## config.mk

```make
export PLATFORM = sky130hd
export DESIGN_NAME = matmul_scheduler_flat
export DESIGN_NICKNAME = d
export VERILOG_FILES = /design/src/rtl/matmul_pkg.sv /design/src/rtl/matmul_scheduler_if.sv /design/src/rtl/matmul_idx_counter.sv /design/src/rtl/matmul_scheduler.sv /design/src/flat_wrapper.sv
export SDC_FILE = /design/constraint.sdc
export NUM_CORES = 1
export LEC_CHECK = 0
export ABC_AREA = 1
export CAP_MARGIN = 15
export CORE_AREA = 4 4 437 439
export CTS_CLUSTER_SIZE = 28
export DETAILED_ROUTE_END_ITERATION = 8
export DIE_AREA = 0 0 441 443
export PLACE_DENSITY = 0.35
export SLEW_MARGIN = 10
export SYNTH_ARGS = -nofsm -noshare
export SYNTH_HDL_FRONTEND = slang
export SYNTH_SLANG_ARGS = --single-unit
```

## constraint.sdc

```tcl
create_clock -name inter_refclk -period 4.7 [get_ports inter_refclk]
set_clock_uncertainty 0.15 [all_clocks]
set_input_delay 0.47 -clock inter_refclk [delete_from_list [all_inputs] [get_ports inter_refclk]]
set_output_delay 0.47 -clock inter_refclk [all_outputs]
set_load 0.02 [all_outputs]
```

## src/rtl/matmul_pkg.sv

```systemverilog
// Shared widths and state encoding for the matrix-multiply scheduler.
package matmul_pkg;
    localparam int MAX_ELEMENT_SIZE = 8;
    localparam int MAX_ROW_SIZE_A   = 32;
    localparam int MAX_INNER_SIZE   = 32;
    localparam int MAX_COL_SIZE_B   = 32;

    localparam int RES_W   = 2 * MAX_ELEMENT_SIZE + $clog2(MAX_INNER_SIZE);
    localparam int IDX_A_W = $clog2(MAX_ROW_SIZE_A);
    localparam int IDX_B_W = $clog2(MAX_COL_SIZE_B);
    localparam int DIM_A_W = $clog2(MAX_ROW_SIZE_A + 1);
    localparam int DIM_B_W = $clog2(MAX_COL_SIZE_B + 1);
    localparam int VEC_W   = MAX_INNER_SIZE * MAX_ELEMENT_SIZE;

    typedef enum logic [2:0] {
        IDLE,
        FETCH_A,
        FETCH_B,
        ISSUE,
        WAIT_RES,
        OUT,
        DONE
    } sched_state_t;
endpackage

```

## src/rtl/matmul_scheduler_if.sv

```systemverilog
// Control, fetch, dot-product and result signals of the scheduler.
// master = scheduler side, slave = compiler / dot-product / packer side.
interface matmul_scheduler_if;
    import matmul_pkg::*;

    logic               start;
    logic               abort;
    logic [DIM_A_W-1:0] rows_a;
    logic [DIM_B_W-1:0] cols_b;

    logic               a_req;
    logic [IDX_A_W-1:0] a_idx;
    logic               a_ack;
    logic [VEC_W-1:0]   a_row_in;

    logic               b_req;
    logic [IDX_B_W-1:0] b_idx;
    logic               b_ack;
    logic [VEC_W-1:0]   b_col_in;

    logic               dp_valid;
    logic               dp_ready;
    logic [VEC_W-1:0]   dp_a;
    logic [VEC_W-1:0]   dp_b;
    logic               dp_res_valid;
    logic [RES_W-1:0]   dp_res;

    logic               res_valid;
    logic               res_ready;
    logic [RES_W-1:0]   res_data;
    logic [IDX_A_W-1:0] res_i;
    logic [IDX_B_W-1:0] res_j;

    logic               busy;
    logic               done;
    logic               err;

    modport master (
        input  start, abort, rows_a, cols_b,
        input  a_ack, a_row_in, b_ack, b_col_in,
        input  dp_ready, dp_res_valid, dp_res, res_ready,
        output a_req, a_idx, b_req, b_idx,
        output dp_valid, dp_a, dp_b,
        output res_valid, res_data, res_i, res_j,
        output busy, done, err
    );

    modport slave (
        output start, abort, rows_a, cols_b,
        output a_ack, a_row_in, b_ack, b_col_in,
        output dp_ready, dp_res_valid, dp_res, res_ready,
        input  a_req, a_idx, b_req, b_idx,
        input  dp_valid, dp_a, dp_b,
        input  res_valid, res_data, res_i, res_j,
        input  busy, done, err
    );
endinterface

```

## src/rtl/matmul_idx_counter.sv

```systemverilog
// Nested row-major (i, j) counter; j is the inner index, both wrap to 0 after the last element.
// Latency: flags are combinational from the registered indices. No backpressure: advance_i is a strobe.
module matmul_idx_counter
    import matmul_pkg::*;
(
    input  logic               clk_i,
    input  logic               rst_n_i,
    input  logic               clear_i,
    input  logic               advance_i,
    input  logic [IDX_A_W-1:0] rows_m1_i,
    input  logic [IDX_B_W-1:0] cols_m1_i,
    output logic [IDX_A_W-1:0] i_o,
    output logic [IDX_B_W-1:0] j_o,
    output logic               last_row_o,
    output logic               last_col_o
);
    logic [IDX_A_W-1:0] i_q;
    logic [IDX_B_W-1:0] j_q;

    assign i_o        = i_q;
    assign j_o        = j_q;
    assign last_row_o = (i_q == rows_m1_i);
    assign last_col_o = (j_q == cols_m1_i);

    always_ff @(posedge clk_i or negedge rst_n_i) begin
        if (!rst_n_i) begin
            i_q <= '0;
            j_q <= '0;
        end else if (clear_i) begin
            i_q <= '0;
            j_q <= '0;
        end else if (advance_i) begin
            if (last_col_o) begin
                j_q <= '0;
                i_q <= last_row_o ? '0 : i_q + 1'b1;
            end else begin
                j_q <= j_q + 1'b1;
            end
        end
    end
endmodule

```

## src/rtl/matmul_scheduler.sv

```systemverilog
// Sequences C = A x B: fetch A row once per i, B column per (i, j), issue to the dot-product unit, stream C row-major.
// Latency: 4 cycles per result with same-cycle handshakes, +1 per new row. Every handshake stage holds its outputs until accepted.
module matmul_scheduler
    import matmul_pkg::*;
(
    input  logic inter_refclk,
    input  logic inter_rst_n,
    matmul_scheduler_if.master bus
);
    sched_state_t       state_q;
    logic [IDX_A_W-1:0] rows_m1_q;
    logic [IDX_B_W-1:0] cols_m1_q;
    logic               a_req_q, b_req_q, dp_valid_q, res_valid_q;
    logic               busy_q, done_q, err_q;
    logic [VEC_W-1:0]   dp_a_q, dp_b_q;
    logic [RES_W-1:0]   res_data_q;

    logic [IDX_A_W-1:0] i_cnt;
    logic [IDX_B_W-1:0] j_cnt;
    logic               last_row, last_col;
    logic               dims_zero, dims_big, start_run, adv;

    assign dims_zero = (bus.rows_a == '0) || (bus.cols_b == '0);
    assign dims_big  = (bus.rows_a > DIM_A_W'(MAX_ROW_SIZE_A)) ||
                       (bus.cols_b > DIM_B_W'(MAX_COL_SIZE_B));
    assign start_run = (state_q == IDLE) && bus.start && !dims_zero && !dims_big;
    assign adv       = (state_q == OUT) && bus.res_ready && !bus.abort;

    matmul_idx_counter u_idx (
        .clk_i      (inter_refclk),
        .rst_n_i    (inter_rst_n),
        .clear_i    (start_run),
        .advance_i  (adv),
        .rows_m1_i  (rows_m1_q),
        .cols_m1_i  (cols_m1_q),
        .i_o        (i_cnt),
        .j_o        (j_cnt),
        .last_row_o (last_row),
        .last_col_o (last_col)
    );

    always_ff @(posedge inter_refclk or negedge inter_rst_n) begin
        if (!inter_rst_n) begin
            state_q     <= IDLE;
            rows_m1_q   <= '0;
            cols_m1_q   <= '0;
            a_req_q     <= 1'b0;
            b_req_q     <= 1'b0;
            dp_valid_q  <= 1'b0;
            res_valid_q <= 1'b0;
            busy_q      <= 1'b0;
            done_q      <= 1'b0;
            err_q       <= 1'b0;
            dp_a_q      <= '0;
            dp_b_q      <= '0;
            res_data_q  <= '0;
        end else begin
            done_q <= 1'b0;
            // Abort beats every other transition, including a same-cycle ack.
            if (state_q != IDLE && bus.abort) begin
                state_q     <= IDLE;
                a_req_q     <= 1'b0;
                b_req_q     <= 1'b0;
                dp_valid_q  <= 1'b0;
                res_valid_q <= 1'b0;
                busy_q      <= 1'b0;
            end else begin
                case (state_q)
                    IDLE: begin
                        if (bus.start) begin
                            if (dims_zero) begin
                                err_q   <= 1'b0;
                                busy_q  <= 1'b1;
                                state_q <= DONE;
                            end else if (dims_big) begin
                                err_q <= 1'b1;
                            end else begin
                                rows_m1_q <= IDX_A_W'(bus.rows_a - 1'b1);
                                cols_m1_q <= IDX_B_W'(bus.cols_b - 1'b1);
                                err_q     <= 1'b0;
                                busy_q    <= 1'b1;
                                a_req_q   <= 1'b1;
                                state_q   <= FETCH_A;
                            end
                        end
                    end
                    FETCH_A: begin
                        if (bus.a_ack) begin
                            dp_a_q  <= bus.a_row_in;
                            a_req_q <= 1'b0;
                            b_req_q <= 1'b1;
                            state_q <= FETCH_B;
                        end
                    end
                    FETCH_B: begin
                        if (bus.b_ack) begin
                            dp_b_q     <= bus.b_col_in;
                            b_req_q    <= 1'b0;
                            dp_valid_q <= 1'b1;
                            state_q    <= ISSUE;
                        end
                    end
                    ISSUE: begin
                        if (bus.dp_ready) begin
                            dp_valid_q <= 1'b0;
                            state_q    <= WAIT_RES;
                        end
                    end
                    WAIT_RES: begin
                        if (bus.dp_res_valid) begin
                            res_data_q  <= bus.dp_res;
                            res_valid_q <= 1'b1;
                            state_q     <= OUT;
                        end
                    end
                    OUT: begin
                        if (bus.res_ready) begin
                            res_valid_q <= 1'b0;
                            if (!last_col) begin
                                b_req_q <= 1'b1;
                                state_q <= FETCH_B;
                            end else if (!last_row) begin
                                a_req_q <= 1'b1;
                                state_q <= FETCH_A;
                            end else begin
                                state_q <= DONE;
                            end
                        end
                    end
                    DONE: begin
                        done_q  <= 1'b1;
                        busy_q  <= 1'b0;
                        state_q <= IDLE;
                    end
                    default: state_q <= IDLE;
                endcase
            end
        end
    end

    // Indices come straight from the counter; it only moves on the result handshake.
    assign bus.a_req     = a_req_q;
    assign bus.a_idx     = i_cnt;
    assign bus.b_req     = b_req_q;
    assign bus.b_idx     = j_cnt;
    assign bus.dp_valid  = dp_valid_q;
    assign bus.dp_a      = dp_a_q;
    assign bus.dp_b      = dp_b_q;
    assign bus.res_valid = res_valid_q;
    assign bus.res_data  = res_data_q;
    assign bus.res_i     = i_cnt;
    assign bus.res_j     = j_cnt;
    assign bus.busy      = busy_q;
    assign bus.done      = done_q;
    assign bus.err       = err_q;
endmodule

```

## src/flat_wrapper.sv

```systemverilog
// flat-port wrapper written by rule: the top's interface ports become plain ports
module matmul_scheduler_flat import matmul_pkg::*;
  (inter_refclk, inter_rst_n, bus_start, bus_abort, bus_rows_a, bus_cols_b, bus_a_ack, bus_a_row_in, bus_b_ack, bus_b_col_in, bus_dp_ready, bus_dp_res_valid, bus_dp_res, bus_res_ready, bus_a_req, bus_a_idx, bus_b_req, bus_b_idx, bus_dp_valid, bus_dp_a, bus_dp_b, bus_res_valid, bus_res_data, bus_res_i, bus_res_j, bus_busy, bus_done, bus_err);
  matmul_scheduler_if bus_i ();
  input  logic inter_refclk;
  input  logic inter_rst_n;
  input wire logic [$bits(bus_i.start)-1:0] bus_start;
  input wire logic [$bits(bus_i.abort)-1:0] bus_abort;
  input wire logic [$bits(bus_i.rows_a)-1:0] bus_rows_a;
  input wire logic [$bits(bus_i.cols_b)-1:0] bus_cols_b;
  input wire logic [$bits(bus_i.a_ack)-1:0] bus_a_ack;
  input wire logic [$bits(bus_i.a_row_in)-1:0] bus_a_row_in;
  input wire logic [$bits(bus_i.b_ack)-1:0] bus_b_ack;
  input wire logic [$bits(bus_i.b_col_in)-1:0] bus_b_col_in;
  input wire logic [$bits(bus_i.dp_ready)-1:0] bus_dp_ready;
  input wire logic [$bits(bus_i.dp_res_valid)-1:0] bus_dp_res_valid;
  input wire logic [$bits(bus_i.dp_res)-1:0] bus_dp_res;
  input wire logic [$bits(bus_i.res_ready)-1:0] bus_res_ready;
  output wire logic [$bits(bus_i.a_req)-1:0] bus_a_req;
  output wire logic [$bits(bus_i.a_idx)-1:0] bus_a_idx;
  output wire logic [$bits(bus_i.b_req)-1:0] bus_b_req;
  output wire logic [$bits(bus_i.b_idx)-1:0] bus_b_idx;
  output wire logic [$bits(bus_i.dp_valid)-1:0] bus_dp_valid;
  output wire logic [$bits(bus_i.dp_a)-1:0] bus_dp_a;
  output wire logic [$bits(bus_i.dp_b)-1:0] bus_dp_b;
  output wire logic [$bits(bus_i.res_valid)-1:0] bus_res_valid;
  output wire logic [$bits(bus_i.res_data)-1:0] bus_res_data;
  output wire logic [$bits(bus_i.res_i)-1:0] bus_res_i;
  output wire logic [$bits(bus_i.res_j)-1:0] bus_res_j;
  output wire logic [$bits(bus_i.busy)-1:0] bus_busy;
  output wire logic [$bits(bus_i.done)-1:0] bus_done;
  output wire logic [$bits(bus_i.err)-1:0] bus_err;
  assign bus_i.start = bus_start;
  assign bus_i.abort = bus_abort;
  assign bus_i.rows_a = bus_rows_a;
  assign bus_i.cols_b = bus_cols_b;
  assign bus_i.a_ack = bus_a_ack;
  assign bus_i.a_row_in = bus_a_row_in;
  assign bus_i.b_ack = bus_b_ack;
  assign bus_i.b_col_in = bus_b_col_in;
  assign bus_i.dp_ready = bus_dp_ready;
  assign bus_i.dp_res_valid = bus_dp_res_valid;
  assign bus_i.dp_res = bus_dp_res;
  assign bus_i.res_ready = bus_res_ready;
  assign bus_a_req = bus_i.a_req;
  assign bus_a_idx = bus_i.a_idx;
  assign bus_b_req = bus_i.b_req;
  assign bus_b_idx = bus_i.b_idx;
  assign bus_dp_valid = bus_i.dp_valid;
  assign bus_dp_a = bus_i.dp_a;
  assign bus_dp_b = bus_i.dp_b;
  assign bus_res_valid = bus_i.res_valid;
  assign bus_res_data = bus_i.res_data;
  assign bus_res_i = bus_i.res_i;
  assign bus_res_j = bus_i.res_j;
  assign bus_busy = bus_i.busy;
  assign bus_done = bus_i.done;
  assign bus_err = bus_i.err;
  matmul_scheduler u_core (.inter_refclk(inter_refclk), .inter_rst_n(inter_rst_n), .bus(bus_i));
endmodule
```

==> results_dict.tcl <==
set metrics [dict create \
    ys_types 36 \
    route.detailed.drc 0 \
    num_rows 159 \
    synth_top_area_share_pct 61.80 \
    synth_ff_type "dfrtp_1" \
    avgSynthCellArea_sq_um 15.52 \
    grt.total_usage_pct 12.71 \
    synth_top_area_cell "dfrtp_1" \
    async_reset_ff_share_pct 100.0 \
    post-dp-hpwl_um 104100 \
    comb_power_share_pct 49.0 \
    routedWlPerCell_um 24.77 \
    min_period_ns 2.650 \
    io_pins 1114 \
    yosys-top-cells-area "dfrtp_1 62%, mux2_4 13%, mux2_1 13%" \
    drtIter0Drc 642 \
    grt_pass1_vias 17350 \
    end_kind "register" \
    clkPwrFrac_pct 21.1 \
    rsz0062_at_grt "false" \
    p_per_area_mw_per_mm2 752.8 \
    grt-ovfl-total 0 \
    cp_num_buf_inv 1 \
    drv_cap 0 \
    hold_violations 0 \
    drt-pass1-iter-count 4 \
    fill_cells 20140 \
    antenna_found_initial 63 \
    synth_edf_count 0 \
    ctsRootBufferMaster "clkbuf_16" \
    period_share_pct 56.38 \
    numPortBuffers 1113 \
    netlist_instances 1469 \
    cp_common_cell "nand2_4" \
    drt-vias-per-instance 3.135 \
    fin_ws_ns 2.050 \
    hold_slack_ns 0.1724 \
    die_area_sq_mm 0.1954 \
    cts_buffers 81 \
    clkTransAtPathRegs_ns 0.06 \
    max-vdd-ir-drop_uv 330.8 \
    pre_cts_slack_ns 1.476 \
    grt_max_degree 99 \
    ys_warn_count 0 \
    slew_viol_final 0 \
    cts.htree.levels 3 \
    wl_um 128500 \
    cts_tree "done" \
    intPower_w 0.01800 \
    switchingPower_w 0.01168 \
    clock-sinks 563 \
    fp.coreArea_sq_mm 0.1872 \
    synth_area_sq_mm 0.02280 \
    start_kind "register" \
    worst-setup-path-type "register to register" \
    worst_pin_slew_ns 0.9209 \
    worstPathArrival_ns 3.07 \
    p_seq_share_pct 29.9 \
    cpPeakStageDelay_ns 0.50 \
    ctsResizeCount 0 \
    place.gp.congestion 0.7933 \
    power.static_leakage_nw 16.89 \
    drive_above_1_share_pct 15.24 \
    synth_most_common_cell "dfrtp_1" \
    crit_fanout 61 \
    ys_ff_latch 563 \
    syn_to_final_growth_pct 72.93 \
    cpLargestDelayFamily "simple AND/OR/NAND/NOR gates" \
    switching_share_pct 39.36 \
    cp_cell_sequence "nor2_4 > nand2_4 > nand2_4 > nand3_4 > buf_12 > mux2_1" \
    yosysSeqAreaShare_pct 61.80 \
    status "completed" \
    timing.fmax_ghz 0.3774 \
    clk_latency_ns 0.69 \
    required_ns 5.12 \
    fin_cells 5189 \
    postRouteAntennaNets 0 \
    start_util_pct 12.18 \
    tns_ns 0 \
    dp.cells 5024 \
    p_total_w 0.02968 \
    cp_slowest_cell "nand3_4" \
    die_width_um 441 \
    synthTopCellsByCount "563 x dfrtp_1, 261 x mux2_1, 200 x mux2_4" \
    num-nets-final 3171 \
    syn_nets 2027 \
    die_y_um 443 \
    cts_setup_buffers 0 \
    vias 16270 \
    setup_viol_count_final 0 \
    worstHoldPathType "input port to register" \
    grt_pass1_wl_um 167600 \
    ctsLongestPathBuffers 3 \
    relSlewSlack_pct 38.61 \
]
==> path summary, 6_finish.rpt <==
| path | startpoint | end | slack (ns) | depth (start not counted) |
|---|---|---|---|---|
| setup / recovery | u_core.state_q[1] | u_core.bus.dp_a[245] | 2.05 | 6 |
| hold / removal | bus_dp_res[4] | u_core.bus.res_data[4] | 0.17 | 3 |
| setup reg to reg | u_core.state_q[1] | u_core.bus.dp_a[245] | 2.05 | 6 |
| hold reg to reg | u_core.bus.a_req | u_core.bus.a_req | 0.33 | 2 |
| max in group asynchronous | inter_rst_n | u_core.bus.dp_a[47] | 2.99 | 3 |
| min in group asynchronous | inter_rst_n | u_core.bus.dp_b[11] | 0.24 | 2 |
==> power groups by stage <==
stage               Clock, W  Combinational, W  Sequential, W
detailed placement         0            0.0148        0.00893
CTS                  0.00656            0.0149        0.00892
global placement           0            0.0148        0.00892
global route         0.00674            0.0154        0.00921
floorplan                  0           0.00401         0.0116
finish               0.00625            0.0145        0.00888
==> placed cells by master, fill, tap and decap left out, types with 4 or more instances in the layout <==
cell	instances
dfrtp_1	563
buf_12	13
clkbuf_16	81
mux2_2	51
clkdlybuf4s50_1	1112
mux2_4	200
inv_1	55
xnor2_1	8
o21ai_0	21
clkbuf_1	25
diode_2	17
ha_1	4
o21ai_1	23
xor2_1	5
nand2_1	114
nand3_1	27
clkinv_2	13
a21oi_1	5
clkbuf_8	14
mux2_1	261
nor2_1	29
buf_4	8
==> state kept, by name (all words and copies together), names as in the netlist <==
signal	count
u_core.u_idx.i_o	5
u_core.cols_m1_q	5
u_core.bus.dp_b	256
u_core.bus.dp_valid	1
u_core.state_q	3
u_core.bus.busy	1
u_core.u_idx.j_o	5
u_core.bus.done	1
u_core.bus.b_req	1
u_core.bus.res_data	21
u_core.bus.err	1
u_core.bus.dp_a	256
u_core.bus.a_req	1
u_core.bus.res_valid	1
u_core.rows_m1_q	5
==> per-stage QoR <==
stage                     cell area (sq um)  utilization [%]
after global routing                  39400            21.05
after global placement                36710            19.61
after floorplan                       22800                -
after CTS                             39380            21.04
final                                 39420            21.06
after detailed placement              36710            19.61
==> worst register-to-register path, delay by kind of cell (launching register included) <==
family | cells | cell delay (ns)
buf+inv | 1 | 0.45
mux | 1 | 0.49
flops | 1 | 0.48
simple gates | 4 | 0.96
==> layout make-up <==
class	instances	area (sq um)	area share (%)
diodes	17	42.54	0.1079
clock buffers	120	2313	5.868
clock inverters	27	351.6	0.8918
inverters	58	217.7	0.5522
multi-input cells	774	7812	19.82
flip-flops and latches	563	14090	35.74
well taps	2495	3122	7.918
repair buffers	1135	11480	29.11
==> kinds of logic (layout without fill, tap and decap cells) <==
family	count (synthesis)	count (layout)	synth area share, %
adder cells (fa/ha/maj)	4	4	0.2195
flip-flops	563	563	61.80
AND/OR/NAND/NOR	188	188	3.584
multiplexers	512	512	28.58
buffers and inverters	132	1340	3.990
AO/OA/AOI/OAI	57	57	1.328
XOR/XNOR	13	13	0.4994
other	0	17	0
==> metal layers <==
layer	share of wire, %	vias to the layer above	global-route usage, %
met2	50	652	22.09
met5	0	-	0
met3	12	211	6.661
met1	35	8039	13.08
li1	-	7363	-
met4	3.0	0	4.166
==> what timing repair did <==
action	CTS	global route
hold buffers	1	0
endpoints found under the setup margin	0	0
hold endpoints to repair	63	0
(Power assumes the default switching activity.)
